**src/rtl/vrc_selftest_ctrl.sv**
```systemverilog
// ---------------------------------------------------------------------------
// vrc_selftest_ctrl
//
// Configuration store and self-test sequencer for the satellite-FSM VRC
// fabric. Holds NUM_CFG candidate Sel words and drives the active one onto
// the fabric. On start_test it walks all 32 input vectors {I1,I2,I3,C1,C2},
// compares the fabric outputs {N1,N2} with the GOLDEN truth table, and on a
// mismatch fails over to the next stored configuration. Outside a test the
// mission inputs pass straight through to the fabric.
//
// Ports
//   clk          in   system clock, rising edge
//   rst_n        in   asynchronous active-low reset
//   cfg_wr_en    in   configuration store write strobe (ignored while busy)
//   cfg_wr_idx   in   store slot to write
//   cfg_wr_data  in   configuration word to write
//   start_test   in   single-cycle pulse starting a self-test
//   mission_in   in   {I1,I2,I3,C1,C2} from the mission logic
//   vrc_out      in   {N1,N2} from the fabric
//   vrc_in       out  {I1,I2,I3,C1,C2} to the fabric
//   sel          out  active configuration word, store[cfg_idx]
//   cfg_idx      out  index of the active configuration
//   busy         out  self-test in progress
//   pass         out  last test passed (sticky until next accepted start)
//   all_failed   out  every configuration failed (sticky until next start)
// ---------------------------------------------------------------------------
module vrc_selftest_ctrl #(
    parameter int          SEL_W   = 86,
    parameter int          NUM_CFG = 4,
    parameter int          SETTLE  = 2,
    parameter logic [63:0] GOLDEN  = 64'h0
) (
    input  logic                       clk,
    input  logic                       rst_n,
    input  logic                       cfg_wr_en,
    input  logic [$clog2(NUM_CFG)-1:0] cfg_wr_idx,
    input  logic [SEL_W-1:0]           cfg_wr_data,
    input  logic                       start_test,
    input  logic [4:0]                 mission_in,
    input  logic [1:0]                 vrc_out,
    output logic [4:0]                 vrc_in,
    output logic [SEL_W-1:0]           sel,
    output logic [$clog2(NUM_CFG)-1:0] cfg_idx,
    output logic                       busy,
    output logic                       pass,
    output logic                       all_failed
);

    localparam int IDX_W = $clog2(NUM_CFG);
    localparam int CNT_W = $clog2(SETTLE + 1);

    localparam logic [IDX_W-1:0] LAST_IDX    = IDX_W'(NUM_CFG - 1);
    localparam logic [CNT_W-1:0] SETTLE_LAST = CNT_W'(SETTLE - 1);

    localparam logic [2:0] S_IDLE     = 3'd0;
    localparam logic [2:0] S_APPLY    = 3'd1;
    localparam logic [2:0] S_WAIT     = 3'd2;
    localparam logic [2:0] S_CHECK    = 3'd3;
    localparam logic [2:0] S_FAILOVER = 3'd4;
    localparam logic [2:0] S_DONE     = 3'd5;

    logic [SEL_W-1:0] r_store [NUM_CFG];
    logic [2:0]       r_state;
    logic [IDX_W-1:0] r_cfg_idx;
    logic [4:0]       r_vector;
    logic [4:0]       r_test_vec;
    logic [CNT_W-1:0] r_settle;
    logic             r_busy;
    logic             r_pass;
    logic             r_all_failed;

    logic [1:0]       w_golden;
    logic             w_store_wr;

    assign w_golden   = GOLDEN[{r_vector, 1'b0} +: 2];
    assign w_store_wr = cfg_wr_en && !r_busy;

    // NOTE: the store is a register array with a full reset, not a RAM, so
    // that sel is a defined all-zero word straight out of reset.
    always_ff @(posedge clk or negedge rst_n) begin
        if (!rst_n) begin
            for (int i = 0; i < NUM_CFG; i++) begin
                r_store[i] <= '0;
            end
        end else if (w_store_wr) begin
            r_store[cfg_wr_idx] <= cfg_wr_data;
        end
    end

    // NOTE: all state updates use non-blocking assignments so every branch
    // below reads the values from before this edge, whatever the order.
    always_ff @(posedge clk or negedge rst_n) begin
        if (!rst_n) begin
            r_state      <= S_IDLE;
            r_cfg_idx    <= '0;
            r_vector     <= '0;
            r_test_vec   <= '0;
            r_settle     <= '0;
            r_busy       <= 1'b0;
            r_pass       <= 1'b0;
            r_all_failed <= 1'b0;
        end else begin
            case (r_state)
                S_IDLE: begin
                    // busy is still high for the first IDLE cycle after DONE;
                    // a start arriving then is ignored like any other start
                    // while busy.
                    if (r_busy) begin
                        r_busy <= 1'b0;
                    end else if (start_test) begin
                        r_state      <= S_APPLY;
                        r_busy       <= 1'b1;
                        r_pass       <= 1'b0;
                        r_all_failed <= 1'b0;
                        r_vector     <= '0;
                    end
                end
                S_APPLY: begin
                    r_test_vec <= r_vector;
                    r_settle   <= '0;
                    r_state    <= S_WAIT;
                end
                S_WAIT: begin
                    r_settle <= r_settle + 1'b1;
                    if (r_settle == SETTLE_LAST) begin
                        r_state <= S_CHECK;
                    end
                end
                S_CHECK: begin
                    if (vrc_out == w_golden) begin
                        if (r_vector == 5'd31) begin
                            r_pass  <= 1'b1;
                            r_state <= S_DONE;
                        end else begin
                            r_vector <= r_vector + 5'd1;
                            r_state  <= S_APPLY;
                        end
                    end else begin
                        r_state <= S_FAILOVER;
                    end
                end
                S_FAILOVER: begin
                    // sel follows cfg_idx combinationally, so the new word is
                    // on the fabric during APPLY and settles before CHECK.
                    if (r_cfg_idx == LAST_IDX) begin
                        r_all_failed <= 1'b1;
                        r_state      <= S_DONE;
                    end else begin
                        r_cfg_idx <= r_cfg_idx + 1'b1;
                        r_vector  <= '0;
                        r_state   <= S_APPLY;
                    end
                end
                S_DONE: begin
                    r_state <= S_IDLE;
                end
                default: begin
                    r_state <= S_IDLE;
                end
            endcase
        end
    end

    assign vrc_in     = r_busy ? r_test_vec : mission_in;
    assign sel        = r_store[r_cfg_idx];
    assign cfg_idx    = r_cfg_idx;
    assign busy       = r_busy;
    assign pass       = r_pass;
    assign all_failed = r_all_failed;

endmodule

```
**config.mk**
```make
export PLATFORM = sky130hd
export DESIGN_NAME = vrc_selftest_ctrl
export DESIGN_NICKNAME = d
export VERILOG_FILES = /design/src/rtl/vrc_selftest_ctrl.sv
export SDC_FILE = /design/constraint.sdc
export NUM_CORES = 1
export LEC_CHECK = 0
export ABC_AREA = 0
export ABC_CLOCK_PERIOD_IN_PS = 2360
export CAP_MARGIN = 20
export CELL_PAD_IN_SITES_DETAIL_PLACEMENT = 0
export CELL_PAD_IN_SITES_GLOBAL_PLACEMENT = 1
export CORE_ASPECT_RATIO = 1.25
export CORE_MARGIN = 3
export CORE_UTILIZATION = 40
export CTS_CLUSTER_SIZE = 40
export DETAILED_ROUTE_END_ITERATION = 10
export DONT_BUFFER_PORTS = 1
export PLACE_DENSITY_LB_ADDON = 0.08
export SLEW_MARGIN = 30
export SYNTH_ARGS = -nofsm -noshare
export SYNTH_HDL_FRONTEND = slang
export SYNTH_SLANG_ARGS = --single-unit
```
**constraint.sdc**
```tcl
create_clock -name clk -period 2.36 [get_ports clk]
set_clock_uncertainty 0.15 [all_clocks]
set_input_delay 0.118 -clock clk [delete_from_list [all_inputs] [get_ports clk]]
set_output_delay 0.118 -clock clk [all_outputs]
set_load 0.02 [all_outputs]
```
==> impl_metrics.csv, run 1 <==
group,metric,value,unit
synthesis,synth_commonest_cells,"364 x dfrtp_1, 317 x mux2_2, 86 x mux4_2, 40 x mux2_1, 28 x buf_2",
routing,drc,0,
critical_path,cpMaxStageDelayCell,"mux4_2",
clock_network,cts_buffers,40,
synthesis,ys_top_cells_by_area,"dfrtp_1 57%, mux2_2 22%, mux4_2 12%",
final_layout,layout.nets,1118,
clock_network,insertion_delay,520,ps
critical_path,crit_path_max_fanout,45,
clock_network,cts_hold_buf,92,
synthesis,synth_area_leader_cell,"dfrtp_1",
synthesis,yosysTopAreaCellShare,57.4,%
power_and_ir_drop,max-vdd-ir-drop,0.686,mV
global_route,grt_usage,16.9,%
run,maxCapViolCount,0,
final_layout,multi_input_area,0.00636,mm2
clock_network,root_buffer,"clkbuf_16",
die,io_pins,195,
power_and_ir_drop,p_leak,7.66,nW
critical_path,path_buf_inv,1,
timing,rsz0062_at_grt,"true",
routing,via_per_inst,5.51,
critical_path,endpoint_kind,"primary output",
critical_path,critPathTopFamily,"multiplexers",
routing,final_antenna_net_count,0,
placed_design,dp_hpwl,20800,um
placed_design,io_buffers,0,
run_status,outcome,"finished, violations left",
die,fp.dieArea,0.0421,mm2
synthesis,synth-seq-area-share,57.4,%
timing,maxSlewViolCount,0,
timing,finalHoldViolations,364,
synthesis,synth-seq-cells,364,
clock_network,cts_buffer_depth,3,
critical_path,rr_worst_depth,7,
timing,worst_slack,36.6,ps
synthesis,synth_ff_type,"dfrtp_1",
critical_path,crit_path_start_kind,"flop",
power_and_ir_drop,pwr_density_cell,1420,mW/mm2
critical_path,crit_type,"flop to primary output",
clock_network,cts_sinks,364,
timing,min_period,2320,ps
timing,worst-slew-pin-transition,826,ps
synthesis,synth.most_common_cell,"dfrtp_1",
routing,num_vias,8465,
final_layout,syn_to_final_growth,17.5,%
run_status,violations,"hold timing",
die,rows,80,
clock_network,clk_pin_slew_worst_paths,60,ps
routing,wl,35400,um
global_route,grt_pass1_wl,56200,um
die,die_w,184,um
placed_design,pre_cts_slack,142,ps
worst_hold_path,hp-class,"primary input to async pin",
final_layout,fin_util,48.3,%
global_route,grt_max_degree,365,
global_route,grt_pass1_vias,9961,
synthesis,syn_inst,923,
final_layout,fillers,3298,
die,coreArea,0.0386,mm2
timing,post-route-period-util,98.4,%
die,initial_core_util,41.1,%
synthesis,yosysUniqueCellTypes,38,
critical_path,cp_data_required_time,2090,ps
critical_path,crit_cells,2,
routing,first_pass_iters,4,
synthesis,yosysWarnings,0,
synthesis,async_reset_ff_share,100,%
critical_path,crit_path_cell_trace,"buf_16 -> mux4_2",
global_route,antenna_found_initial,2,
routing,wl_per_cell,23.0,um
clock_network,cts.htree.levels,2,
synthesis,syn_area,0.0159,mm2
timing,whs,-864,ps
routing,drt_iter0_drc,369,
final_layout,regArea,0.00912,mm2
synthesis,synth_nets,1026,
critical_path,max_stage_delay,670,ps
synthesis,synth_edf_count,0,
die,fp.dieH,229,um
timing,max_freq,430,MHz
placed_design,place_area,0.0163,mm2
timing,worst_slew_margin_rel,44.9,%
synthesis,syn_area_per_cell,17.2,um2
placed_design,routabilityCongestion,0.739,
final_layout,drive_above_1_share,46.9,%
timing,setup_viol,0,
critical_path,worstPathArrival,2060,ps
global_route,overflow,0,
final_layout,stdcell_area,0.0186,mm2
clock_network,cts_tree,"yes",
[path summary, 6_finish.rpt]
check	end	slack [ps]	from
worst max register to register	r_vector[0]	230	r_vector[0]
worst max-delay path	sel[79]	40	cfg_idx[0]
worst min-delay path	r_store[155]	-860	rst_n
max in group asynchronous	r_store[143]	2220	rst_n
min in group clk	r_store[89]	40	cfg_wr_idx[1]
worst min register to register	r_store[327]	330	r_store[327]
[sequential cells by signal, summed over array words and instances, names as in the netlist]
| name | count |
|---|---|
| all_failed | 1 |
| busy | 1 |
| cfg_idx | 2 |
| pass | 1 |
| r_settle | 2 |
| r_state | 3 |
| r_store | 344 |
| r_test_vec | 5 |
| r_vector | 5 |
[routing by layer]
layer / part of all wire [%] / global-route usage (%)
met1: 41 / 20.7
met2: 52 / 29.7
met3: 5.3 / 4.14
met4: 2.2 / 4.66
met5: 0.037 / 0
[report_power, final]
group	internal (mW)	switching [mW]	leakage, nW
clock	3.71	2.45	0.640
combinational	4.79	4.97	2.68
sequential	9.02	1.45	4.34
total	17.5	8.87	7.66
[cell usage in the layout, fill, tap and decap left out, types with 4 or more instances in the layout]
cell type        n
nand2_1          6
ha_1             4
mux2_2         317
clkbuf_8         6
buf_12           8
clkinv_2         6
dfrtp_1        362
nor2_1           4
clkbuf_1        10
dlygate4sd3_1   92
mux2_1          40
mux4_2          86
clkbuf_16       41
o21ai_0          6
buf_4            6
[metrics by stage]
| stage | total power [mW] | TNS, ps | instances |
|---|---|---|---|
| floorplan | 18.0 | 0 | 923 |
| global placement | 19.6 | 0 | 1370 |
| detailed placement | 20.2 | 0 | 1370 |
| CTS | 26.9 | -337 | 1536 |
| global route | 27.9 | -2380 | 1537 |
| finish | 26.4 | 0 | 1537 |
[layout make-up]
| cell class | instances | area share [%] |
|---|---|---|
| diodes | 1 | 0.0134 |
| clock buffers | 57 | 6.15 |
| clock inverters | 14 | 0.865 |
| inverters | 2 | 0.0403 |
| multi-input cells | 497 | 34.1 |
| flip-flops and latches | 364 | 48.9 |
| well taps | 492 | 3.30 |
| repair buffers | 110 | 6.66 |
[what timing repair did]
action | in CTS | in global routing
hold endpoints to repair | 718 | 364
gates resized for setup | 3 | 1
endpoints found under the setup margin | 76 | 86
cloned | 1 | 0
setup buffers | 2 | 0
pin swaps | 0 | 0
[logic make-up (layout without fill, tap and decap cells)]
family          Yosys count  count (layout)  share of synthesized area [%]
mux                     444             444                           37.6
flops                   364             364                           57.4
buf+inv                  62             183                           2.68
simple gates             27              27                           1.10
compound gates           20              20                          0.836
fa+ha+maj                 4               4                          0.315
xor+xnor                  2               2                          0.110
other cells               0               1                              0
Note: power is estimated with default switching activity, not from simulation.
==> run 2: changes to the inputs <==
--- a/config.mk
+++ b/config.mk
@@ -12,7 +12,7 @@
 export CELL_PAD_IN_SITES_GLOBAL_PLACEMENT = 1
 export CORE_ASPECT_RATIO = 1.25
 export CORE_MARGIN = 3
-export CORE_UTILIZATION = 40
+export CORE_UTILIZATION = 31
 export CTS_CLUSTER_SIZE = 40
 export DETAILED_ROUTE_END_ITERATION = 10
 export DONT_BUFFER_PORTS = 1
==> run 2 against run 1 <==
  * The flow finishes with violations (hold timing, slew limit)
  * Critical endpoint is now sel[4]
  * Register-to-register slack lost 30 ps
  * Critical path depth grew 1
  * Setup slack gained 42 ps
  * Global-route usage shrank 2.1 points
  * Maximum frequency grew 1.8%
  * Final cell count grew 12%
  * Count of clock-buffer cells in the layout grew 2
  * First-iteration DRC count shrank 20%
  * Die area grew 28%
  * Worst hold slack lost 15 ps
  * Flip-flop and latch count is the same
  * Core utilization shrank 11 points
==> impl_metrics.csv, run 2 (synthesized netlist as in run 1, its figures left out) <==
group,metric,value,unit
clock_network,cts_hold_buf,93,
routing,num_vias,8392,
final_layout,syn_to_final_growth,20.2,%
global_route,overflow,0,
power_and_ir_drop,p_switching,9.13,mW
critical_path,crit_type,"flop to primary output",
placed_design,routabilityCongestion,0.669,
routing,first_pass_iters,4,
final_layout,fillers,4797,
critical_path,crit_path_start_kind,"flop",
timing,maxSlewViolCount,90,
global_route,grt_usage,14.8,%
critical_path,worstPathArrival,2010,ps
power_and_ir_drop,pwr-share-seq,38.4,%
clock_network,cts_buffer_depth,3,
timing,worst_slew_margin_rel,-6.89,%
final_layout,largest-register,"r_store",
final_layout,fin_util,37.8,%
critical_path,crit_path_max_fanout,24,
final_layout,instances_no_fill,1720,
clock_network,root_buffer,"clkbuf_16",
power_and_ir_drop,intPower,17.8,mW
critical_path,cp_data_required_time,2090,ps
routing,wl,39400,um
die,coreArea,0.0505,mm2
power_and_ir_drop,p_comb_share,38.4,%
timing,min_period,2280,ps
global_route,grt_busiest_layer,"met2",
final_layout,drive_above_1_share,47.6,%
placed_design,dp_hpwl,21100,um
routing,wl_per_cell,22.9,um
timing,worst_slack,78.3,ps
run,maxCapViolCount,0,
routing,final_antenna_net_count,0,
die,rows,92,
run_status,outcome,"finished, violations left",
timing,finalHoldViolations,364,
global_route,grt_pass1_vias,9552,
clock_network,insertion_delay,540,ps
clock_network,cts_tree,"yes",
timing,max_freq,438,MHz
die,initial_core_util,31.4,%
placed_design,io_buffers,0,
clock_network,clk_pin_slew_worst_paths,60,ps
global_route,met3_usage,4.05,%
final_layout,reg_top3,"r_store (344), r_test_vec (5), r_vector (5)",
worst_hold_path,hp-class,"primary input to async pin",
global_route,use_met2,25.3,%
routing,drc,0,
global_route,use_met1,18.7,%
placed_design,dp.cells,1538,
global_route,grt_max_degree,365,
timing,worst-slew-pin-transition,1600,ps
run_status,violations,"hold timing, slew limit",
timing,setup_viol,0,
final_layout,layout.nets,1132,
timing,finalSetupTns,0,ps
clock_network,cts_sinks,364,
die,die_w,208,um
power_and_ir_drop,pwr_density_cell,1410,mW/mm2
die,fp.dieArea,0.0540,mm2
final_layout,final_common_cell,"dfrtp_1",
timing,post-route-period-util,96.7,%
clock_network,cts.htree.levels,2,
die,fp.dieH,259,um
global_route,antenna_found_initial,4,
final_layout,final_cell_mix,"362 x dfrtp_1, 317 x mux2_2, 93 x dlygate4sd3_1",
critical_path,endpoint_kind,"primary output",
routing,via_per_inst,4.88,
power_and_ir_drop,p_leak,7.78,nW
final_layout,largest_reg_flops,344,
power_and_ir_drop,max-vdd-ir-drop,0.662,mV
placed_design,pre_cts_slack,104,ps
routing,drt_iter0_drc,297,
power_and_ir_drop,swShare,33.9,%
timing,rsz0062_at_grt,"true",
die,io_pins,195,
clock_network,cts_buffers,42,
global_route,grt_pass1_wl,61400,um
timing,whs,-879,ps
power_and_ir_drop,clkPwrFrac,23.2,%
-- run 2: changes by cell type in the layout (fill, tap and decap cells not counted), sizes merged --
| cell | previous run | this run |
|---|---|---|
| inv | 4 | 3 |
| bufinv | 3 | 1 |
| diode | 1 | 4 |
| dlygate4sd3 | 92 | 93 |
| clkinv | 7 | 12 |
| buf | 17 | 26 |
| clkbuf | 57 | 61 |
| clkinvlp | 2 | 0 |
-- run 2: timing repair --
item	4_1_cts	5_1_grt
pin swaps	0	0
setup endpoints to repair	86	61
endpoints found under the hold margin	718	364
resized for setup	7	2
buffers inserted	6	0
gates cloned	5	2
-- run 2: stage by stage --
stage          power (mW)  cell area, um2
6_report             26.9           19100
5_1_grt              28.6           19100
4_1_cts              27.5           19000
3_5_place_dp         20.2           16600
3_3_place_gp         20.0           16600
2_1_floorplan        18.0           15900
-- run 2: routing by layer --
layer / vias to the layer above / routed length (um)
li1: 3677 / -
met1: 4518 / 16800
met2: 155 / 19800
met3: 42 / 2110
met4: 0 / 665
met5: - / 0
-- run 2: layout make-up --
class	instances	area, um2	share of cell area [%]
Clock inverter	14	98.8	0.518
Sequential cell	364	9120	47.8
Antenna cell	4	10.0	0.0525
Inverter	2	7.51	0.0393
Timing Repair Buffer	122	1460	7.64
Clock buffer	59	1210	6.32
Tap cell	658	823	4.32
Multi-Input combinational cell	497	6360	33.3
-- run 2: path summary, 6_finish.rpt --
check / start / endpoint / slack [ps] / cells after the start
setup / recovery: cfg_idx[0] / sel[4] / 80 / 3
hold / removal: rst_n / r_store[242] / -880 / 0
setup reg to reg: r_vector[0] / r_vector[0] / 200 / 7
hold reg to reg: r_store[323] / r_store[323] / 330 / 1
max in group asynchronous: rst_n / r_store[301] / 1650 / 0
min in group clk: cfg_wr_idx[0] / r_store[187] / 50 / 4
-- run 2: power by group through the flow --
stage               sequential (mW)  clock (mW)  combinational [mW]
finish                         10.3        6.24                10.3
global route                   10.7        6.83                11.1
detailed placement             10.5           0                9.74
floorplan                      9.96           0                8.08
CTS                            10.4        6.53                10.6
global placement               10.4           0                9.61
-- run 2: worst max-delay path, cell delays in order (launching register included) --
cell and delay (ps):
dfrtp_4 420, buf_6 120, buf_16 240, mux4_2 660
